==> config.mk <==
export PLATFORM = sky130hd
export DESIGN_NAME = truth_table_lut_seq
export DESIGN_NICKNAME = d
export VERILOG_FILES = /design/src/rtl/truth_table_pkg.sv /design/src/rtl/tt_out_stage.sv /design/src/rtl/truth_table_lut_seq.sv
export SDC_FILE = /design/constraint.sdc
export NUM_CORES = 1
export LEC_CHECK = 0
export ABC_AREA = 1
export CELL_PAD_IN_SITES_DETAIL_PLACEMENT = 1
export CELL_PAD_IN_SITES_GLOBAL_PLACEMENT = 1
export CORE_AREA = 2 2 71 73
export CTS_CLUSTER_DIAMETER = 40
export DETAILED_ROUTE_END_ITERATION = 10
export DIE_AREA = 0 0 73 75
export PLACE_DENSITY_LB_ADDON = 0.1
export SYNTH_ARGS = -nofsm -noshare
export SYNTH_HDL_FRONTEND = slang
export SYNTH_SLANG_ARGS = --single-unit
==> constraint.sdc <==
create_clock -name clk -period 1.9 [get_ports clk]
set_clock_uncertainty 0.05 [all_clocks]
set_input_delay 0.475 -clock clk [delete_from_list [all_inputs] [get_ports clk]]
set_output_delay 0.475 -clock clk [all_outputs]
set_load 0.02 [all_outputs]
==> src/rtl/truth_table_pkg.sv <==
// Shared types for the reprogrammable truth-table gate: FSM state and result-slot payload.
package truth_table_pkg;

    localparam int MAX_N_IN = 6;

    typedef enum logic [1:0] {
        IDLE  = 2'd0,
        LOAD  = 2'd1,
        SWEEP = 2'd2
    } tt_state_e;

    // idx is sized for the widest table; narrower instances zero-extend
    typedef struct packed {
        logic [MAX_N_IN-1:0] idx;
        logic                data;
        logic                last;
    } tt_result_t;

endpackage

==> src/rtl/tt_out_stage.sv <==
// Purpose: 1-entry valid/ready result register feeding the response checker.
// Latency: 1 cycle from push to out_valid.
// Backpressure: contents held while out_valid && !out_ready; free tells the producer when a push lands.
module tt_out_stage
    import truth_table_pkg::*;
(
    input  logic       clk,
    input  logic       rst,
    input  logic       push,
    input  tt_result_t push_dat,
    output logic       free,
    output logic       out_valid,
    input  logic       out_ready,
    output tt_result_t out_res
);

    assign free = !out_valid || out_ready;

    always_ff @(posedge clk) begin
        if (rst) begin
            out_valid <= 1'b0;
            out_res   <= '0;
        end else if (free) begin
            out_valid <= push;
            if (push) begin
                out_res <= push_dat;
            end
        end
    end

endmodule

==> src/rtl/truth_table_lut_seq.sv <==
// Purpose: run-time loadable N-input truth table with serial load, single queries and full sweep.
// Latency: query result 1 cycle after acceptance; new table visible the cycle load_done pulses.
// Backpressure: queries and sweep steps wait on the 1-entry output slot; load bits accepted every LOAD cycle.
module truth_table_lut_seq
    import truth_table_pkg::*;
#(
    parameter int          N_IN     = 3,
    parameter logic [63:0] RESET_TT = 64'h0
) (
    input  logic                   clk,
    input  logic                   rst,
    input  logic                   ld_start,
    input  logic                   ld_valid,
    input  logic                   ld_bit,
    output logic                   ld_ready,
    output logic                   load_done,
    input  logic                   sweep_start,
    input  logic                   in_valid,
    input  logic [N_IN-1:0]        in_data,
    output logic                   in_ready,
    output logic                   out_valid,
    output logic                   out_data,
    output logic [N_IN-1:0]        out_idx,
    output logic                   out_last,
    input  logic                   out_ready,
    output logic                   busy,
    output logic [(2**N_IN)-1:0]   tt_q
);

    localparam int              TT_W     = 2**N_IN;
    localparam logic [N_IN:0]   LAST_IDX = (N_IN+1)'(TT_W-1);

    tt_state_e         state_q, state_d;
    logic [N_IN:0]     cnt_q, cnt_d;
    logic [TT_W-1:0]   shadow_q, shadow_d;
    logic [TT_W-1:0]   tt_d;
    logic              load_done_d;
    logic              push;
    tt_result_t        push_res;
    tt_result_t        out_res;
    logic              free;

    always_ff @(posedge clk) begin
        if (rst) begin
            state_q   <= IDLE;
            cnt_q     <= '0;
            shadow_q  <= '0;
            tt_q      <= RESET_TT[TT_W-1:0];
            load_done <= 1'b0;
        end else begin
            state_q   <= state_d;
            cnt_q     <= cnt_d;
            shadow_q  <= shadow_d;
            tt_q      <= tt_d;
            load_done <= load_done_d;
        end
    end

    always_comb begin
        state_d     = state_q;
        cnt_d       = cnt_q;
        shadow_d    = shadow_q;
        tt_d        = tt_q;
        load_done_d = 1'b0;
        push        = 1'b0;
        push_res    = '0;
        in_ready    = 1'b0;
        ld_ready    = 1'b0;
        case (state_q)
            IDLE: begin
                if (ld_start) begin
                    state_d  = LOAD;
                    cnt_d    = '0;
                    shadow_d = '0;
                end else if (sweep_start) begin
                    state_d = SWEEP;
                    cnt_d   = '0;
                end else begin
                    in_ready = free && !rst;
                    if (in_valid && free) begin
                        push          = 1'b1;
                        push_res.idx  = MAX_N_IN'(in_data);
                        push_res.data = tt_q[in_data];
                    end
                end
            end
            LOAD: begin
                // a restart outranks a coincident bit, so that bit is not handshaken
                ld_ready = !ld_start;
                if (ld_start) begin
                    cnt_d    = '0;
                    shadow_d = '0;
                end else if (ld_valid) begin
                    shadow_d[cnt_q[N_IN-1:0]] = ld_bit;
                    cnt_d = cnt_q + 1'b1;
                    if (cnt_q == LAST_IDX) begin
                        tt_d        = shadow_d;
                        load_done_d = 1'b1;
                        state_d     = IDLE;
                        cnt_d       = '0;
                    end
                end
            end
            SWEEP: begin
                if (free) begin
                    push          = 1'b1;
                    push_res.idx  = MAX_N_IN'(cnt_q[N_IN-1:0]);
                    push_res.data = tt_q[cnt_q[N_IN-1:0]];
                    push_res.last = (cnt_q == LAST_IDX);
                    cnt_d         = cnt_q + 1'b1;
                    if (cnt_q == LAST_IDX) begin
                        state_d = IDLE;
                        cnt_d   = '0;
                    end
                end
            end
            default: begin
                state_d = IDLE;
            end
        endcase
    end

    tt_out_stage u_out_stage (
        .clk       (clk),
        .rst       (rst),
        .push      (push),
        .push_dat  (push_res),
        .free      (free),
        .out_valid (out_valid),
        .out_ready (out_ready),
        .out_res   (out_res)
    );

    assign out_data = out_res.data;
    assign out_idx  = out_res.idx[N_IN-1:0];
    assign out_last = out_res.last;
    assign busy     = (state_q != IDLE);

endmodule
# After elaboration in Yosys (flattened, before gate mapping)
# Cells that the tools add are included.
[word_totals] inputBits=11 reg_bits=29 latch_bits=0 mem_count=0 output_inout_bits=18 rom_bits=0 ram_bits=0
[classes] n_eq_ne=9 n_bitwise=3 n_mux=40 mul=0 shift=0 n_reduce_logical=17 addsub=1 n_lt_le_gt_ge=3 div=0
[ops] operator="4-bit 2-to-1 mux" n=9
[ops] operator="8-bit 2-to-1 mux" n=3
[ops] operator="8-bit one-hot mux with 2 select lines" n=1
[ops] operator="1-bit 2-to-1 mux" n=13
[ops] operator="2-bit 2-to-1 mux" n=6
[ops] operator="4-bit one-hot mux with 3 select lines" n=1
[ops] operator="4-bit AND reduction" n=3
[ops] operator="8-bit bitwise mux" n=1
[ops] operator="3-bit by 4-bit less-than comparator with 1-bit output (second input constant)" n=2
[ops] operator="2-bit inequality test (second input constant)" n=4
[ops] operator="4-bit one-hot mux with 2 select lines" n=1
[ops] operator="1-bit binary-select mux with 3-bit select" n=2
[ops] operator="3-bit inequality test (second input constant)" n=2
[ops] operator="2-bit one-hot mux with 3 select lines" n=1
[ops] operator="4-bit by 1-bit adder with 4-bit output (second input constant)" n=1
[ops] operator="4-bit by 3-bit == test with 1-bit output (second input constant)" n=1
[ops] operator="2-bit nonzero test" n=2
[ops] operator="4-bit OR reduction" n=1
[ops] operator="1-bit demux with 3-bit select" n=1
[ops] operator="3-bit by 1-bit >= comparator with 1-bit output (second input constant)" n=1
[ops] operator="1-bit logical AND" n=3
[ops] operator="1-bit logical NOT" n=3
[ops] operator="1-bit inverter" n=3
[ops] operator="3-bit AND reduction" n=1
[ops] operator="7 further kinds" n=7

# Depth between registers and ports, before layout
[depth] depth_word=8 depth_mapped=11 ltp_nobuf=11

# Modules after synthesis
# Synthesis repeated with hierarchy kept, for this count alone.
[unflattened] hier_cells=287 hier_area_um2=1895.6
[by_module_without_submodules] module="truth_table_lut_seq" seq_area_each_um2=460.4 cells_per_inst=230 instances=1 area_per_inst_um2=1422.6
[by_module_without_submodules] module="tt_out_stage" seq_area_each_um2=180.2 cells_per_inst=57 instances=1 area_per_inst_um2=473.0

# Worst setup path before layout
# No wires, ideal clock.
[synth_path] kind="register to output" startpoint="reg state_q[0]" endpoint="out in_ready" arrival_time_ps=1151 slack_ps=224 path_buffers=0 path_stages_with_launch=7 cell_sequence="dfxtp_1 > inv_1 > ha_1 > nand2_1 > inv_2 > nand2_1 > nor2_1"
[synth_via] elab_chain_cells=2
[synth_lines] element="start, declared" line_no="truth_table_lut_seq.sv:33" source="tt_state_e state_q, state_d;"
[synth_lines] element="start signal, assigned" line_no="truth_table_lut_seq.sv:51" source="state_q <= state_d;"
[synth_lines] element="2-bit logical NOT" line_no="truth_table_lut_seq.sv:69" source="case (state_q)"
[synth_lines] element="1-bit 2-to-1 mux" line_no="truth_table_lut_seq.sv:69"
[synth_lines] element="end, declared" line_no="truth_table_lut_seq.sv:20" source="output logic in_ready,"
# Every way passes these cells.

# Worst setup path in the final report
[layout_path] startpoint="reg tt_q[0]" endpoint="out tt_q[0]"
[layout_lines] element="start, declared" line_no="truth_table_lut_seq.sv:27" source="output logic [(2**N_IN)-1:0] tt_q"
[layout_lines] element="start signal, assigned" line_no="truth_table_lut_seq.sv:48" source="tt_q <= RESET_TT[TT_W-1:0];"
[layout_lines] element="start signal, assigned" line_no="truth_table_lut_seq.sv:54" source="tt_q <= tt_d;"
# No word-level cell between the ends.

==> metrics.cfg <==
[critical_path]
path_cells=clkdlybuf4s50_1
worstSetupPathType=flop to output port
path_max_fanout=4
slowest_stage=clkdlybuf4s50_1
critPathMaxStageDelay_ns=0.63
crit_required_ns=1.37
cp_num_buf_inv=1
cp-end-kind=output port
cp_top_family=buffers and inverters
start_kind=flop
worstPathArrival_ns=1.30

[synth]
synth_top_area_share_pct=34.65
synth_area_leaders=dfxtp_1 (35%), nand2_1 (16%), a211oi_2 (6.0%), inv_1 (5.2%), a21oi_1 (4.8%)
postSynthCellCount=237
yosysUniqueCellTypes=30
ys_warn_count=0
syn_area_um2=1675
ys_ff_latch=29
yosysSeqAreaShare_pct=34.65
synth_area_per_cell_um2=7.069
synth_largest_area_cell=dfxtp_1
syn_nets=252

[grt]
grt_pass1_vias=1647
antenna_found_initial=0
grt_usage_pct=19.28
grt_overflow=0
grt_pass1_wl_mm=7.921
grt_max_degree=22

[job]
cap_violations=0

[power_and_ir_drop]
vdd_drop_max_v=0.0007448
total_power_uw=2604
p_per_area_nw_per_um2=1170
p_leak_uw=0.0009455

[routing]
drt_iter0_drc=74
totalWireLength_mm=4.731
final_antenna_net_count=0
drc=0
vias_per_cell=4.883
vias=1665
first_pass_iters=4
routedWlPerCell_um=13.87

[die]
pin_count=29
start_util_pct=35.95
core_um2=4661
die_area_um2=5475
dieWidth_um=73
num_rows=25
die_y_um=75

[finish]
diodes=0
synthToLayoutAreaGrowth_pct=32.79
multi_input_area_um2=939.7
final_cell_mix=nand2_1 (70), dfxtp_1 (29), inv_1 (22), clkdlybuf4s50_1 (22), buf_4 (20)
final_nets=301
drive_above_1_share_pct=23.34
layout_commonest_cell=nand2_1
regArea_um2=580.6
fill_cells=602

[sta]
hold_violations=0
rsz0062_at_grt=no
fmax_mhz=546.9
relSlewSlack_pct=70.84
slew_violations=0
tightestPinTransition_ns=0.4368
setup_violations=0
fin_crit_sh_pct=96.23
period_needed_ns=1.828
fin_tns_setup_ns=0

[hold_path]
hold_path.class=flop to flop

[clock_network]
clkTransAtPathRegs_ns=0.07
clock_sinks=29
insertion_delay_ns=0.28
cts_setup_buffers=0
clock_path_buffers=2
h-tree-depth=2
ctsHoldBuffers=0
cts_tree=built
numCtsBuffers=5
cts_root_buf=clkbuf_8

[place]
finalWeightedCongestion=0.8112
portBuffers=28
place_hpwl_mm=3.735

[outcome]
status=finished clean

-- flip-flops by register name, summed over array words and instances, names as in the netlist --
name	flops
shadow_q	8
u_out_stage.out_valid	1
state_q	2
cnt_q	4
load_done	1
tt_q	8
u_out_stage.out_res	5
-- through the flow --
step	setup WS (ns)	utilization, %	cell area (um2)	std cells	hold slack (ns)
3_3_place_gp	-0.5181	45.99	2143	333	0.3991
6_report	0.07165	47.73	2225	341	0.4150
5_1_grt	0.01575	47.73	2225	341	0.4380
3_5_place_dp	-0.5796	45.99	2143	333	0.4064
2_1_floorplan	0.2238	-	1675	237	0.3910
4_1_cts	0.02826	47.65	2221	341	0.4230
-- synthesized netlist by cell type (all sizes together) --
| cell type | count |
|---|---|
| ha | 4 |
| o211ai | 1 |
| nor3 | 4 |
| nor2 | 21 |
| inv | 32 |
| a211oi | 8 |
| a22oi | 3 |
| nand2 | 73 |
| buf | 4 |
| a31oi | 1 |
| a21oi | 18 |
| clkbuf | 2 |
| nor3b | 1 |
| dfxtp | 29 |
| nand3 | 17 |
| o21ai | 19 |
-- cell families (layout without fill, tap and decap cells) --
family / Yosys count / in the layout / synth area share, %
AO/OA/AOI/OAI: 50 / 50 / 20.76
adder cells (fa/ha/maj): 4 / 4 / 2.987
AND/OR/NAND/NOR: 116 / 116 / 31.89
flip-flops: 29 / 29 / 34.65
buffers and inverters: 38 / 88 / 9.708
-- routing by layer --
| layer | routed length, um | vias to the layer above | track usage [%] |
|---|---|---|---|
| met5 | 0 | - | 0 |
| met4 | 37 | 0 | 4.938 |
| met3 | 118 | 4 | 4.418 |
| met2 | 2136 | 23 | 31.63 |
| met1 | 2439 | 768 | 25.70 |
| li1 | - | 870 | - |
-- layout make-up --
cell class / count / area share, %
clock buffers: 5 / 3.093
clock inverters: 3 / 0.7874
inverters: 32 / 5.399
multi-input cells: 170 / 42.24
flip-flops and latches: 29 / 26.10
well taps: 54 / 3.037
repair buffers: 48 / 19.35
-- final timing paths --
path | startpoint | to | slack (ns) | cells past startpoint
min | u_out_stage.out_res[0] | u_out_stage.out_res[0] | 0.42 | 2
max | tt_q[0] | tt_q[0] | 0.07 | 1
max reg2reg | state_q[0] | cnt_q[0] | 0.21 | 9
min reg2reg | u_out_stage.out_res[0] | u_out_stage.out_res[0] | 0.42 | 2
-- timing repair --
action | in CTS | in global routing
endpoints found under the setup margin | 3 | 2
resized for setup | 14 | 6
pin swaps | 3 | 2
-- power by group --
part	internal, uW	switching [uW]	total, uW
sequential	679	41.6	721
clock	252	252	505
combinational	560	818	1380
total	1490	1110	2600
(Power assumes the default switching activity.)
==> edit 1: new RTL, same flow settings <==
Re-encode `tt_state_e` (3 states) as one-hot, 3 bits wide.
--- a/src/rtl/truth_table_pkg.sv
+++ b/src/rtl/truth_table_pkg.sv
@@ -3,10 +3,10 @@
 
     localparam int MAX_N_IN = 6;
 
-    typedef enum logic [1:0] {
-        IDLE  = 2'd0,
-        LOAD  = 2'd1,
-        SWEEP = 2'd2
+    typedef enum logic [2:0] {
+        IDLE  = 3'b001,
+        LOAD  = 3'b010,
+        SWEEP = 3'b100
     } tt_state_e;
 
     // idx is sized for the widest table; narrower instances zero-extend
Check against the original RTL: no difference found for any inputs over 10 cycles, from zero or initial values and one cycle with rst high; not proved beyond that.
==> edit 1 against the original RTL <==
- total power decreased by 22%
- utilization is 1.4 points higher
- maximum frequency shrank 2.0%
- final area increased by 3.0%
- sequential cell count up 1
- setup slack lost 0.037 ns
- routed wire length rose by 6.2%
- hold slack better by 0.0058 ns
- critical path type is now in2out
- register-to-register slack better by 0.13 ns
- via count is 10% higher
- sequential power is 1% lower
- critical path depth rose by 3
- area after synthesis up 1.3%
==> edit 1: results (changes against the original RTL) <==
Placed design
  • GP Congestion: 0.781 (-3.7%)
  • Port buffer count: 28 (unchanged)
  • Setup slack after placement: -0.592 ns (-0.0127 ns)
  • HPWL after detailed placement: 3.91 mm (+4.7%)

GRT
  • Global-route wire length before repair: 8.25 mm (+4.1%)
  • GRT Util Overall: 19.8% (+0.53 points)
  • Maximum number of pins on one net before global-route repair: 21 (-4.5%)
  • Initial antenna violation count: 0 (unchanged)
  • Vias in the first global route: 1821 (+11%)

Synth
  • Yosys synthesis warning count: 0 (unchanged)
  • Cell types with the highest counts after synthesis: sky130_fd_sc_hd__nand2_1 (75), sky130_fd_sc_hd__inv_1 (41), sky130_fd_sc_hd__nor2_1 (31), sky130_fd_sc_hd__dfxtp_1 (30), sky130_fd_sc_hd__nand3_1 (19)
  • Sequential area share after synthesis: 35.4% (+0.75 points)
  • Cell types with the largest area share after synthesis: sky130_fd_sc_hd__dfxtp_1 (35%), sky130_fd_sc_hd__nand2_1 (17%), sky130_fd_sc_hd__inv_1 (9.1%)
  • Dominant cell by count in the synthesized netlist: sky130_fd_sc_hd__nand2_1
  • Mapped Nets: 277 (+9.9%)
  • Synth unique cells: 27 (-10%)

Clock network
  • Worst-Skew Late Latency: 0.29 ns
  • TritonCTS buffer count: 5 (unchanged)
  • Max clock buf depth: 2 (unchanged)
  • H-tree lvl count: 2 (unchanged)
  • Post-CTS setup buffers: 0 (unchanged)
  • Clock transition at the register clock pins on the worst setup and hold paths after CTS: 0.07 ns (about the same)

Routing
  • Highest metal used: met4
  • Number of DRC violations after detailed-routing iteration 0: 61 (-18%)
  • Average wire per cell in the routed design: 13.5 µm (-2.9%)
  • Routed length on met1: 2.45 mm (+0.33%)
  • Via density per instance: 4.91 (+0.59%)
  • Number of optimization iterations in the first detailed-route pass: 4 (unchanged)
  • Total met3 wirelength after detailed routing: 172 µm (+46%)
  • Met2 layer wire length in the routed design: 2.33 mm (+8.9%)

Finish
  • Registers with the highest flip-flop counts: shadow_q (8), tt_q (8), u_out_stage.out_res (5)
  • Filler instances: 640 (+6.3%)
  • Fraction of final layout cells with drive strength greater than 1: 18.8% (-4.5 points)
  • # nets final: 330 (+9.6%)

Min path
  • Type of the worst min-delay path: reg2reg
  • Min-delay src: shadow_q[2]
  • Capture endpoint of the worst hold path: shadow_q[2]
  • Worst hold path cell count: 2 (unchanged)

Setup path
  • Launch point of the worst path: out_ready
  • Worst path arrival time: 1.34 ns (+0.04 ns)
  • Worst setup slack for register-to-register paths: 0.34 ns (+0.13 ns)
  • Critical register-to-register path endpoint: state_q[2]
  • Crit Reg-Reg Startpoint: cnt_q[0]
  • Number of cells on the worst reg-to-reg path: 10 (+1)
  • Crit path max fanout: 2 (-2)

Pwr
  • P_leak: 1.10 nW (+16%)
  • Worst ir drop on vdd: 0.446 mV (-40%)

Timing
  • Tightest Pin Transition: 0.396 ns (-0.0405 ns)
  • Minimum hold slack: 0.421 ns (+0.00578 ns)

Status
  • Result of the run: completed
[edit 1: routing by layer]
layer	global-route usage [%]	vias up
met3	3.61	6
met4	8.02	0
met5	0	-
li1	-	938
met2	31.7	32
met1	26.4	856
[edit 1: worst max path at each step]
stage / to / slack (ns) / cells past startpoint
after CTS: in_ready / -0.04 / 5
after global placement: in_ready / -0.52 / 5
after global routing: in_ready / 0.002 / 4
after detailed placement: in_ready / -0.59 / 5
final: in_ready / 0.03 / 4
after floorplan: in_ready / 0.14 / 5
[edit 1: cell type report]
class                      instances  area [µm²]  share of cell area (%)
timing repair buffer              52         458                    20.0
multi-input combinational        181         890                    38.8
clock buffer                       6        82.6                    3.60
sequential                        30         601                    26.2
inverter                          48         180                    7.86
clock inverter                     2        12.5                   0.546
tap                               54        67.6                    2.95
[edit 1: repair_timing]
| item | in CTS | in global routing |
|---|---|---|
| pin swaps | 2 | 1 |
| resized for setup | 14 | 5 |
| endpoints found under the hold margin | 0 | 0 |
| endpoints found under the setup margin | 3 | 4 |
[edit 1: logic make-up (layout without fill, tap and decap cells)]
| logic type | count (synthesis) | after routing | share of synthesized area [%] |
|---|---|---|---|
| DFF | 30 | 30 | 35.4 |
| adders and majority gates | 1 | 1 | 0.737 |
| buffers and inverters | 54 | 108 | 12.8 |
| and+or+nand+nor | 140 | 140 | 36.1 |
| AOI/OAI and AO/OA | 40 | 40 | 15.0 |
[edit 1: power breakdown]
group / leakage, nW / total [mW] / switching [mW] / internal [mW]
clock: 0.0472 / 0.555 / 0.264 / 0.291
sequential: 0.243 / 0.714 / 0.0320 / 0.682
combinational: 0.806 / 0.766 / 0.476 / 0.290
[edit 1: per-stage QoR]
step,instance area (µm²),cells
after global routing,2290,373
final,2290,373
after global placement,2190,365
after detailed placement,2190,365
after floorplan,1700,265
after CTS,2280,373
[edit 1: critical path, cell delays in order]
cell                              delay, ns
sky130_fd_sc_hd__clkdlybuf4s50_1       0.51
sky130_fd_sc_hd__nor2_4                0.06
sky130_fd_sc_hd__nor3_2                0.14
sky130_fd_sc_hd__buf_4                 0.16
==> edit 2: new RTL, config.mk and constraints unchanged <==
Made on the original files. Set the parameter `N_IN` to 4 (it was 3).
--- a/src/rtl/truth_table_lut_seq.sv
+++ b/src/rtl/truth_table_lut_seq.sv
@@ -4,7 +4,7 @@
 module truth_table_lut_seq
     import truth_table_pkg::*;
 #(
-    parameter int          N_IN     = 3,
+    parameter int          N_IN     = 4,
     parameter logic [63:0] RESET_TT = 64'h0
 ) (
     input  logic                   clk,
Interface: changed (resized in_data, out_idx and tt_q); port bits go from 29 to 39. No check against the original RTL was run, so the function may have changed too.
==> edit 2 against the original RTL <==
- the flow now stops in detailed placement (3_5_place_dp)
- area after synthesis up 49%
==> edit 2: results (changes against the original RTL) <==
Synth
  • Yosys synthesis warning count: 0 (unchanged)
  • Cell types with the highest counts after synthesis: sky130_fd_sc_hd__nand2_1 (116), sky130_fd_sc_hd__a21oi_1 (52), sky130_fd_sc_hd__dfxtp_1 (47), sky130_fd_sc_hd__inv_1 (40), sky130_fd_sc_hd__nand3_1 (27)
  • Cell types with the largest area share after synthesis: sky130_fd_sc_hd__dfxtp_1 (38%), sky130_fd_sc_hd__nand2_1 (17%), sky130_fd_sc_hd__a21oi_1 (10%)
  • Mapped Nets: 399 (+58%)
  • FFs w/ async S/R, synth: 0% (unchanged)
  • Synth unique cells: 27 (-10%)
  • Sequential area share after synthesis: 37.6% (+3.0 points)
  • Most used flip-flop cell after synthesis: sky130_fd_sc_hd__dfxtp_1
  • Number of storage elements in the synthesis netlist: 47 (+62%)

Status
  • Result of the run: aborted with a tool error
  • Tool error message: [ERROR DPL-0033] detailed placement checks failed during check placement.
  • Last stage: detailed placement (3_5_place_dp)

Placed design
  • HPWL after detailed placement: 7.78 mm (+110%)
  • GP Congestion: 0.807 (-0.47%)
  • Port buffer count: 38 (+36%)
edit 2: changes by cell type after synthesis, moves of 13 or more:
cell	unedited run	this run
sky130_fd_sc_hd__dfxtp_1	29	47
sky130_fd_sc_hd__nand2_1	71	116
sky130_fd_sc_hd__a21oi_1	16	52
sky130_fd_sc_hd__inv_1	23	40
sky130_fd_sc_hd__nand3_1	14	27
sky130_fd_sc_hd__o21ai_0	10	25
edit 2: kinds of logic after synthesis:
kind of cell / share of synthesized area (%)
AO/OA/AOI/OAI: 20.6
adder cells (fa/ha/maj): 3.50
buffers and inverters: 9.75
flip-flops: 37.6
AND/OR/NAND/NOR: 28.6
edit 2: per-stage QoR:
stage	cells	instance area, µm²	hold slack, ns	setup slack, ns
floorplan	380	2500	0.395	0.202
global placement	495	3190	0.400	-0.497
